**src/rtl/h10_io_pkg.sv**
```systemverilog
// Shared constants and channel state encoding for the H10 peripheral-bus responder.
package h10_io_pkg;

    localparam int CH_HTR = 0;
    localparam int CH_TO  = 1;
    localparam int CH_TI  = 2;
    localparam int CH_HTP = 3;

    // Reader status byte (DSEL=0001, DOPT=1)
    localparam int STAT_DRDY = 0;
    localparam int STAT_EOT  = 1;

    // ST_WAIT doubles as HOLD for the output channels
    typedef enum logic [2:0] {
        ST_IDLE,
        ST_FETCH,
        ST_SEND,
        ST_WAIT,
        ST_DONE
    } chan_state_t;

    function automatic int unsigned dly_min1(input int unsigned d);
        return (d == 0) ? 1 : d;
    endfunction

endpackage

```
**src/rtl/h10_out_chan.sv**
```systemverilog
// Output channel (TO / HTP): latches CPU byte, hands it to a valid/ready sink,
// then emulates device speed before raising DRDY.
module h10_out_chan
    import h10_io_pkg::*;
#(
    parameter int OUT_DLY = 4,
    parameter int CNT_W   = 16
) (
    input  logic       clk,
    input  logic       reset,
    input  logic       rise,
    input  logic       fall,
    input  logic [7:0] dout,
    output logic       x_valid,
    output logic [7:0] x_data,
    input  logic       x_ready,
    output logic       drdy,
    output logic       busy
);

    localparam logic [CNT_W-1:0] LOAD = CNT_W'(dly_min1(OUT_DLY));
    localparam logic [CNT_W-1:0] ONE  = CNT_W'(1);

    chan_state_t      state, state_n;
    logic [CNT_W-1:0] cnt, cnt_n;
    logic [7:0]       obuf, obuf_n;
    logic             drdy_q, drdy_n;

    always_ff @(posedge clk) begin
        if (reset) begin
            state  <= ST_IDLE;
            cnt    <= '0;
            obuf   <= '0;
            drdy_q <= 1'b0;
        end else begin
            state  <= state_n;
            cnt    <= cnt_n;
            obuf   <= obuf_n;
            drdy_q <= drdy_n;
        end
    end

    always_comb begin
        state_n = state;
        cnt_n   = cnt;
        obuf_n  = obuf;
        drdy_n  = drdy_q;
        if (fall) begin
            state_n = ST_IDLE;
            cnt_n   = '0;
            drdy_n  = 1'b0;
        end else begin
            case (state)
                // A new request while DONE restarts with the fresh byte
                ST_IDLE, ST_DONE: begin
                    if (rise) begin
                        obuf_n  = dout;
                        drdy_n  = 1'b0;
                        state_n = ST_SEND;
                    end
                end
                ST_SEND: begin
                    if (x_ready) begin
                        cnt_n   = LOAD;
                        state_n = ST_WAIT;
                    end
                end
                ST_WAIT: begin
                    if (cnt <= ONE) begin
                        cnt_n   = '0;
                        drdy_n  = 1'b1;
                        state_n = ST_DONE;
                    end else begin
                        cnt_n = cnt - ONE;
                    end
                end
                default: state_n = ST_IDLE;
            endcase
        end
    end

    assign x_valid = (state == ST_SEND);
    assign x_data  = obuf;
    assign drdy    = drdy_q;
    assign busy    = (state == ST_SEND) || (state == ST_WAIT);

endmodule

```
**src/rtl/h10_io_resp.sv**
```systemverilog
// Device-side responder for the H10 CPU peripheral bus: reader, typewriter
// in/out and punch channels bridged to byte streams.
module h10_io_resp
    import h10_io_pkg::*;
#(
    parameter int RD_DLY  = 4,
    parameter int OUT_DLY = 4,
    parameter int CNT_W   = 16
) (
    input  logic       clk,
    input  logic       reset,
    input  logic [3:0] H_DSEL,
    input  logic       H_DOPT,
    input  logic [3:0] H_DREQ,
    input  logic [7:0] H_DOUT,
    output logic [3:0] H_DRDY,
    output logic [7:0] H_DIN,
    input  logic       rd_valid,
    input  logic [7:0] rd_data,
    input  logic       rd_eot,
    output logic       rd_ready,
    input  logic       kb_valid,
    input  logic [7:0] kb_data,
    output logic       kb_ready,
    output logic       to_valid,
    output logic [7:0] to_data,
    input  logic       to_ready,
    output logic       pu_valid,
    output logic [7:0] pu_data,
    input  logic       pu_ready
);

    localparam logic [CNT_W-1:0] RD_LOAD = CNT_W'(dly_min1(RD_DLY));
    localparam logic [CNT_W-1:0] ONE     = CNT_W'(1);

    logic [3:0] req_q, rise, fall;
    logic       tisel_q;

    chan_state_t      rd_state, rd_state_n;
    logic [CNT_W-1:0] rd_cnt, rd_cnt_n;
    logic [7:0]       rbuf, rbuf_n;
    logic             eot_flag, eot_n;
    logic             drdy0, drdy0_n;

    logic       kfull, ti_consume;
    logic [7:0] kbuf;
    logic [7:0] din_q, din_n;
    logic       drdy1, drdy3, busy1, busy3;
    logic       unused_sig;

    always_ff @(posedge clk) begin
        if (reset) begin
            req_q   <= '0;
            tisel_q <= 1'b0;
        end else begin
            req_q   <= H_DREQ;
            tisel_q <= H_DSEL[CH_TI];
        end
    end

    assign rise = H_DREQ & ~req_q;
    assign fall = ~H_DREQ & req_q;

    always_ff @(posedge clk) begin
        if (reset) begin
            rd_state <= ST_IDLE;
            rd_cnt   <= '0;
            rbuf     <= '0;
            eot_flag <= 1'b0;
            drdy0    <= 1'b0;
        end else begin
            rd_state <= rd_state_n;
            rd_cnt   <= rd_cnt_n;
            rbuf     <= rbuf_n;
            eot_flag <= eot_n;
            drdy0    <= drdy0_n;
        end
    end

    always_comb begin
        rd_state_n = rd_state;
        rd_cnt_n   = rd_cnt;
        rbuf_n     = rbuf;
        eot_n      = eot_flag;
        drdy0_n    = drdy0;
        if (fall[CH_HTR]) begin
            // Abort: a byte still in its tape-delay window is thrown away
            rd_state_n = ST_IDLE;
            rd_cnt_n   = '0;
            drdy0_n    = 1'b0;
            if (rd_state == ST_WAIT) rbuf_n = '0;
        end else begin
            case (rd_state)
                ST_IDLE: begin
                    if (rise[CH_HTR]) begin
                        drdy0_n    = 1'b0;
                        rd_state_n = ST_FETCH;
                    end
                end
                ST_FETCH: begin
                    if (rd_valid) begin
                        rbuf_n     = rd_data;
                        rd_cnt_n   = RD_LOAD;
                        rd_state_n = ST_WAIT;
                    end else if (rd_eot) begin
                        eot_n = 1'b1;
                    end
                end
                ST_WAIT: begin
                    if (rd_cnt <= ONE) begin
                        rd_cnt_n   = '0;
                        drdy0_n    = 1'b1;
                        rd_state_n = ST_DONE;
                    end else begin
                        rd_cnt_n = rd_cnt - ONE;
                    end
                end
                ST_DONE: ;
                default: rd_state_n = ST_IDLE;
            endcase
        end
    end

    assign rd_ready = (rd_state == ST_FETCH);

    // Keyboard byte is consumed when the CPU deselects TI after a data read
    assign ti_consume = tisel_q & ~H_DSEL[CH_TI] & ~H_DOPT;

    always_ff @(posedge clk) begin
        if (reset) begin
            kfull <= 1'b0;
            kbuf  <= '0;
        end else if (kfull) begin
            if (ti_consume) kfull <= 1'b0;
        end else if (kb_valid) begin
            kbuf  <= kb_data;
            kfull <= 1'b1;
        end
    end

    assign kb_ready = ~kfull & ~reset;

    h10_out_chan #(.OUT_DLY(OUT_DLY), .CNT_W(CNT_W)) u_to (
        .clk     (clk),
        .reset   (reset),
        .rise    (rise[CH_TO]),
        .fall    (fall[CH_TO]),
        .dout    (H_DOUT),
        .x_valid (to_valid),
        .x_data  (to_data),
        .x_ready (to_ready),
        .drdy    (drdy1),
        .busy    (busy1)
    );

    h10_out_chan #(.OUT_DLY(OUT_DLY), .CNT_W(CNT_W)) u_htp (
        .clk     (clk),
        .reset   (reset),
        .rise    (rise[CH_HTP]),
        .fall    (fall[CH_HTP]),
        .dout    (H_DOUT),
        .x_valid (pu_valid),
        .x_data  (pu_data),
        .x_ready (pu_ready),
        .drdy    (drdy3),
        .busy    (busy3)
    );

    assign unused_sig = ^{rise[CH_TI], fall[CH_TI], busy3};

    always_comb begin
        din_n = 8'h00;
        case (H_DSEL)
            4'b0001: begin
                if (H_DOPT) begin
                    din_n[STAT_DRDY] = drdy0;
                    din_n[STAT_EOT]  = eot_flag;
                end else begin
                    din_n = rbuf;
                end
            end
            4'b0010: if (H_DOPT) din_n = {7'b0, ~busy1};
            4'b0100: din_n = kbuf;
            default: din_n = 8'h00;
        endcase
    end

    always_ff @(posedge clk) begin
        if (reset) din_q <= '0;
        else       din_q <= din_n;
    end

    assign H_DIN  = din_q;
    assign H_DRDY = {drdy3, kfull, drdy1, drdy0};

endmodule
```
**config.mk**
```make
export PLATFORM = sky130hd
export DESIGN_NAME = h10_io_resp
export DESIGN_NICKNAME = d
export VERILOG_FILES = /design/src/rtl/h10_io_pkg.sv /design/src/rtl/h10_out_chan.sv /design/src/rtl/h10_io_resp.sv
export SDC_FILE = /design/constraint.sdc
export NUM_CORES = 1
export LEC_CHECK = 0
export CAP_MARGIN = 15
export CORE_ASPECT_RATIO = 0.75
export CORE_MARGIN = 4
export CORE_UTILIZATION = 51
export CTS_BUF_LIST = sky130_fd_sc_hd__clkbuf_4
export CTS_CLUSTER_DIAMETER = 80
export CTS_CLUSTER_SIZE = 24
export DETAILED_ROUTE_END_ITERATION = 10
export GPL_TIMING_DRIVEN = 0
export MAX_ROUTING_LAYER = met4
export PLACE_DENSITY = 0.78
export SLEW_MARGIN = 0
export SYNTH_ARGS = -nofsm -noshare
export SYNTH_HDL_FRONTEND = slang
export SYNTH_HIERARCHICAL = 1
export SYNTH_SLANG_ARGS = --single-unit
```
**constraint.sdc**
```tcl
create_clock -name clk -period 1.9 [get_ports clk]
set_clock_uncertainty 0.1 [all_clocks]
set_input_delay 0.19 -clock clk [delete_from_list [all_inputs] [get_ports clk]]
set_output_delay 0.19 -clock clk [all_outputs]
set_load 0.02 [all_outputs]
```
==> impl_metrics.csv <==
group,metric,value,unit
placement,dp_cells,806,
floorplanning,fp.dieH,94.23,µm
floorplanning,start_util,0.5235,
global_routing,gr-total-overflow,0,
synth,ys_seq_area_frac,0.4197,
power_and_ir_drop,p_per_area,645.5,nW/µm²
clock_tree,cts_inserted_buffers,9,
synth,netlist_area,5056,µm²
placement,hpwl,8.997,mm
synth,synth_compound_area_frac,0.2039,
detailed_routing,drt_wl_total,13.74,mm
final_layout,mostFrequentLayoutCells,"nand2_1, dfxtp_1, clkdlybuf4s50_1",
floorplanning,coreArea,9658,µm²
timing,max_freq,0.4685,GHz
timing,finalMaxSlewViolations,0,
final_layout,drive_above_1_share,0.2507,
synth,synth_top_family_by_area,"simple AND/OR/NAND/NOR gates",
timing,worst_slew_pin_slew,1.024,ns
floorplanning,die_w,123.0,µm
synth,synth_cell_type_count,67,
synth,async_reset_ff_frac,0,
timing,period_needed,2.134,ns
synth,synth-seq-cells,106,
global_routing,grt_pass1_vias,4613,
global_routing,top_usage_layer,"met2",
synth,synth_ff_type,"dfxtp_1",
worst_setup_path,end_kind,"register",
synth,synth_simple_gate_area_share,0.2898,
synth,ys_warn_count,6,
clock_tree,cts_buffer_depth,2,
worst_setup_path,crit_required,2.19,ns
final_layout,fillers,726,
global_routing,use_met1,0.3044,
timing,rsz0062_at_grt,"true",
status,status,"finished, violations left",
worst_setup_path,path_class,"reg2reg",
clock_tree,cts_htree_levels,3,
synth,yosys-mux-area-fraction,0.01584,
worst_setup_path,critPathMaxFanout,4,
final_layout,utilization,0.7099,
floorplanning,io_pins,72,
global_routing,grtUsageTotal,0.2363,
placement,gp_congestion,0.8882,
floorplanning,core.rowCount,31,
min_path,hold_class,"in2reg",
final_layout,diodes,0,
final_layout,layout.cells.non_filler,858,
global_routing,grt.met2_usage,0.3665,
clock_tree,clock_latency,0.48,ns
detailed_routing,vias_per_cell,5.707,
final_layout,nets,767,
worst_setup_path,arrival,2.42,ns
power_and_ir_drop,p_leak,0.002736,µW
placement,pre_cts_ws,-0.6798,ns
synth,synthCells,606,
detailed_routing,ant_nets,0,
status,violations,"setup timing",
synth,synth_xor_area_frac,0.01039,
synth,synthAdderAreaFrac,0.01485,
global_routing,grt_pass1_wl,21.52,mm
final_layout,area_growth,35.61,%
detailed_routing,vias,4897,
worst_setup_path,critPathLaunchType,"register",
clock_tree,clockRootBuffer,"clkbuf_4",
global_routing,grt_use_met3,0.06261,
clock_tree,clock_sinks,106,
detailed_routing,initialDrtViolationCount,300,
timing,fin_crit_sh,1.123,
clock_tree,cts_tree,"done",
timing,hold_violations,0,
detailed_routing,post-route-drc-count,0,
floorplanning,die_area,11590,µm²
final_layout,final_common_cell,"nand2_1",
global_routing,grt_max_degree,18,
detailed_routing,first_pass_iters,4,
timing,final.setup.worst_slack,-0.2343,ns
timing,relSlewSlack,0.3107,
synth,synth_edf_count,0,
synth,synth_area_per_cell,8.343,µm²
synth,synth_nets,652,
detailed_routing,routedWlPerCell,16.01,µm
global_routing,antenna_found_initial,0,
flow_run,cap_violations,0,
timing,setup_viol,33,
placement,port_buffers,68,
power_and_ir_drop,peakVddDrop,0.4659,mV
clock_tree,path_clk_slew,0.16,ns
-- final timing paths --
kind | startpoint | endpoint | slack [ns] | cells after the start
max reg2reg | u_htp/cnt[5]$_SDFFE_PP0P_ | u_htp/cnt[13]$_SDFFE_PP0P_ | -0.23 | 7
min | H_DSEL[2] | kfull$_SDFF_PP0_ | 0.05 | 3
max | u_htp/cnt[5]$_SDFFE_PP0P_ | u_htp/cnt[13]$_SDFFE_PP0P_ | -0.23 | 7
min reg2reg | u_htp/x_data[3]$_SDFFE_PP0P_ | u_htp/x_data[3]$_SDFFE_PP0P_ | 0.37 | 2
-- cell type report --
| cell class | count | area (µm²) | share of cell area |
|---|---|---|---|
| multi-input combinational | 449 | 3114 | 0.4542 |
| buffer | 27 | 158.9 | 0.02318 |
| inverter | 16 | 62.56 | 0.009124 |
| clock inverter | 6 | 65.06 | 0.009489 |
| sequential | 106 | 2173 | 0.3170 |
| timing repair buffer | 112 | 1042 | 0.1520 |
| tap | 132 | 165.2 | 0.02409 |
| clock buffer | 10 | 75.07 | 0.01095 |
-- critical path, cell delays in order (launching register included) --
cell	delay, ns
dfxtp_4	0.37
or4_4	0.55
nor4b_4	0.35
buf_4	0.19
a21boi_4	0.07
buf_6	0.13
and3_4	0.15
a21o_1	0.14
-- sequential cells by signal, indices dropped and copies added (netlist names) --
register      flops
u_htp/state       3
u_to/cnt         16
kfull             1
tisel_q           1
rbuf              8
u_to/state        3
rd_cnt           16
rd_state          3
req_q             3
u_htp/x_data      8
u_to/drdy         1
u_to/x_data       8
eot_flag          1
drdy0             1
u_htp/drdy        1
u_htp/cnt        16
H_DIN             8
kbuf              8
-- Yosys cell counts, types with 8 or more instances --
library cell	n	area, µm²
dfxtp_1	106	2122
nand2_1	90	337.8
nor2_1	53	198.9
a21oi_1	50	250.2
clkbuf_1	23	86.33
a22oi_1	18	135.1
nor3_1	17	85.08
inv_1	16	60.06
nor2b_1	16	100.1
o21ai_0	16	80.08
nor4_1	13	81.33
nand3_1	11	55.05
nand2b_1	10	62.56
o211ai_1	10	75.07
a21o_1	9	67.56
or3_1	9	56.30
a22o_1	8	70.07
mux2i_1	8	80.08
-- repair_timing --
action	in CTS	in global routing
hold buffers	2	0
endpoints found under the setup margin	69	76
cloned	1	0
resized for setup	106	56
pin swaps	27	21
endpoints found under the hold margin	9	0
setup buffers	29	11
-- through the flow --
| step | TNS, ns | instance area, µm² | hold slack [ns] | total power, µW |
|---|---|---|---|---|
| 2_1_floorplan | -0.1148 | 5070 | 0.2182 | 2880 |
| 3_3_place_gp | -24.07 | 5916 | 0.3444 | 3128 |
| 3_5_place_dp | -26.83 | 5916 | 0.3515 | 3151 |
| 4_1_cts | -1.025 | 6616 | 0.03735 | 4381 |
| 5_1_grt | -4.377 | 6857 | 0.06186 | 4620 |
| 6_report | -3.112 | 6857 | 0.04531 | 4426 |
-- per-layer routing --
layer	vias to the layer above	part of all wire	routed length (µm)
li1	2421	-	-
met1	2327	0.45	6248
met2	117	0.47	6494
met3	32	0.053	729
met4	0	0.019	266
met5	-	0	0
-- cell families after synthesis --
| family | after synthesis |
|---|---|
| compound gates | 154 |
| xor+xnor | 6 |
| fa+ha+maj | 6 |
| buf+inv | 51 |
| flops | 106 |
| mux | 8 |
| simple gates | 275 |
-- report_power, final --
part           switching, µW  total, µW  internal (µW)  leakage [µW]
sequential              78.0       2370           2290      0.000874
clock                    759       1180            422     0.0000788
combinational            472        879            407       0.00178
Note: power is estimated with default switching activity, not from simulation.
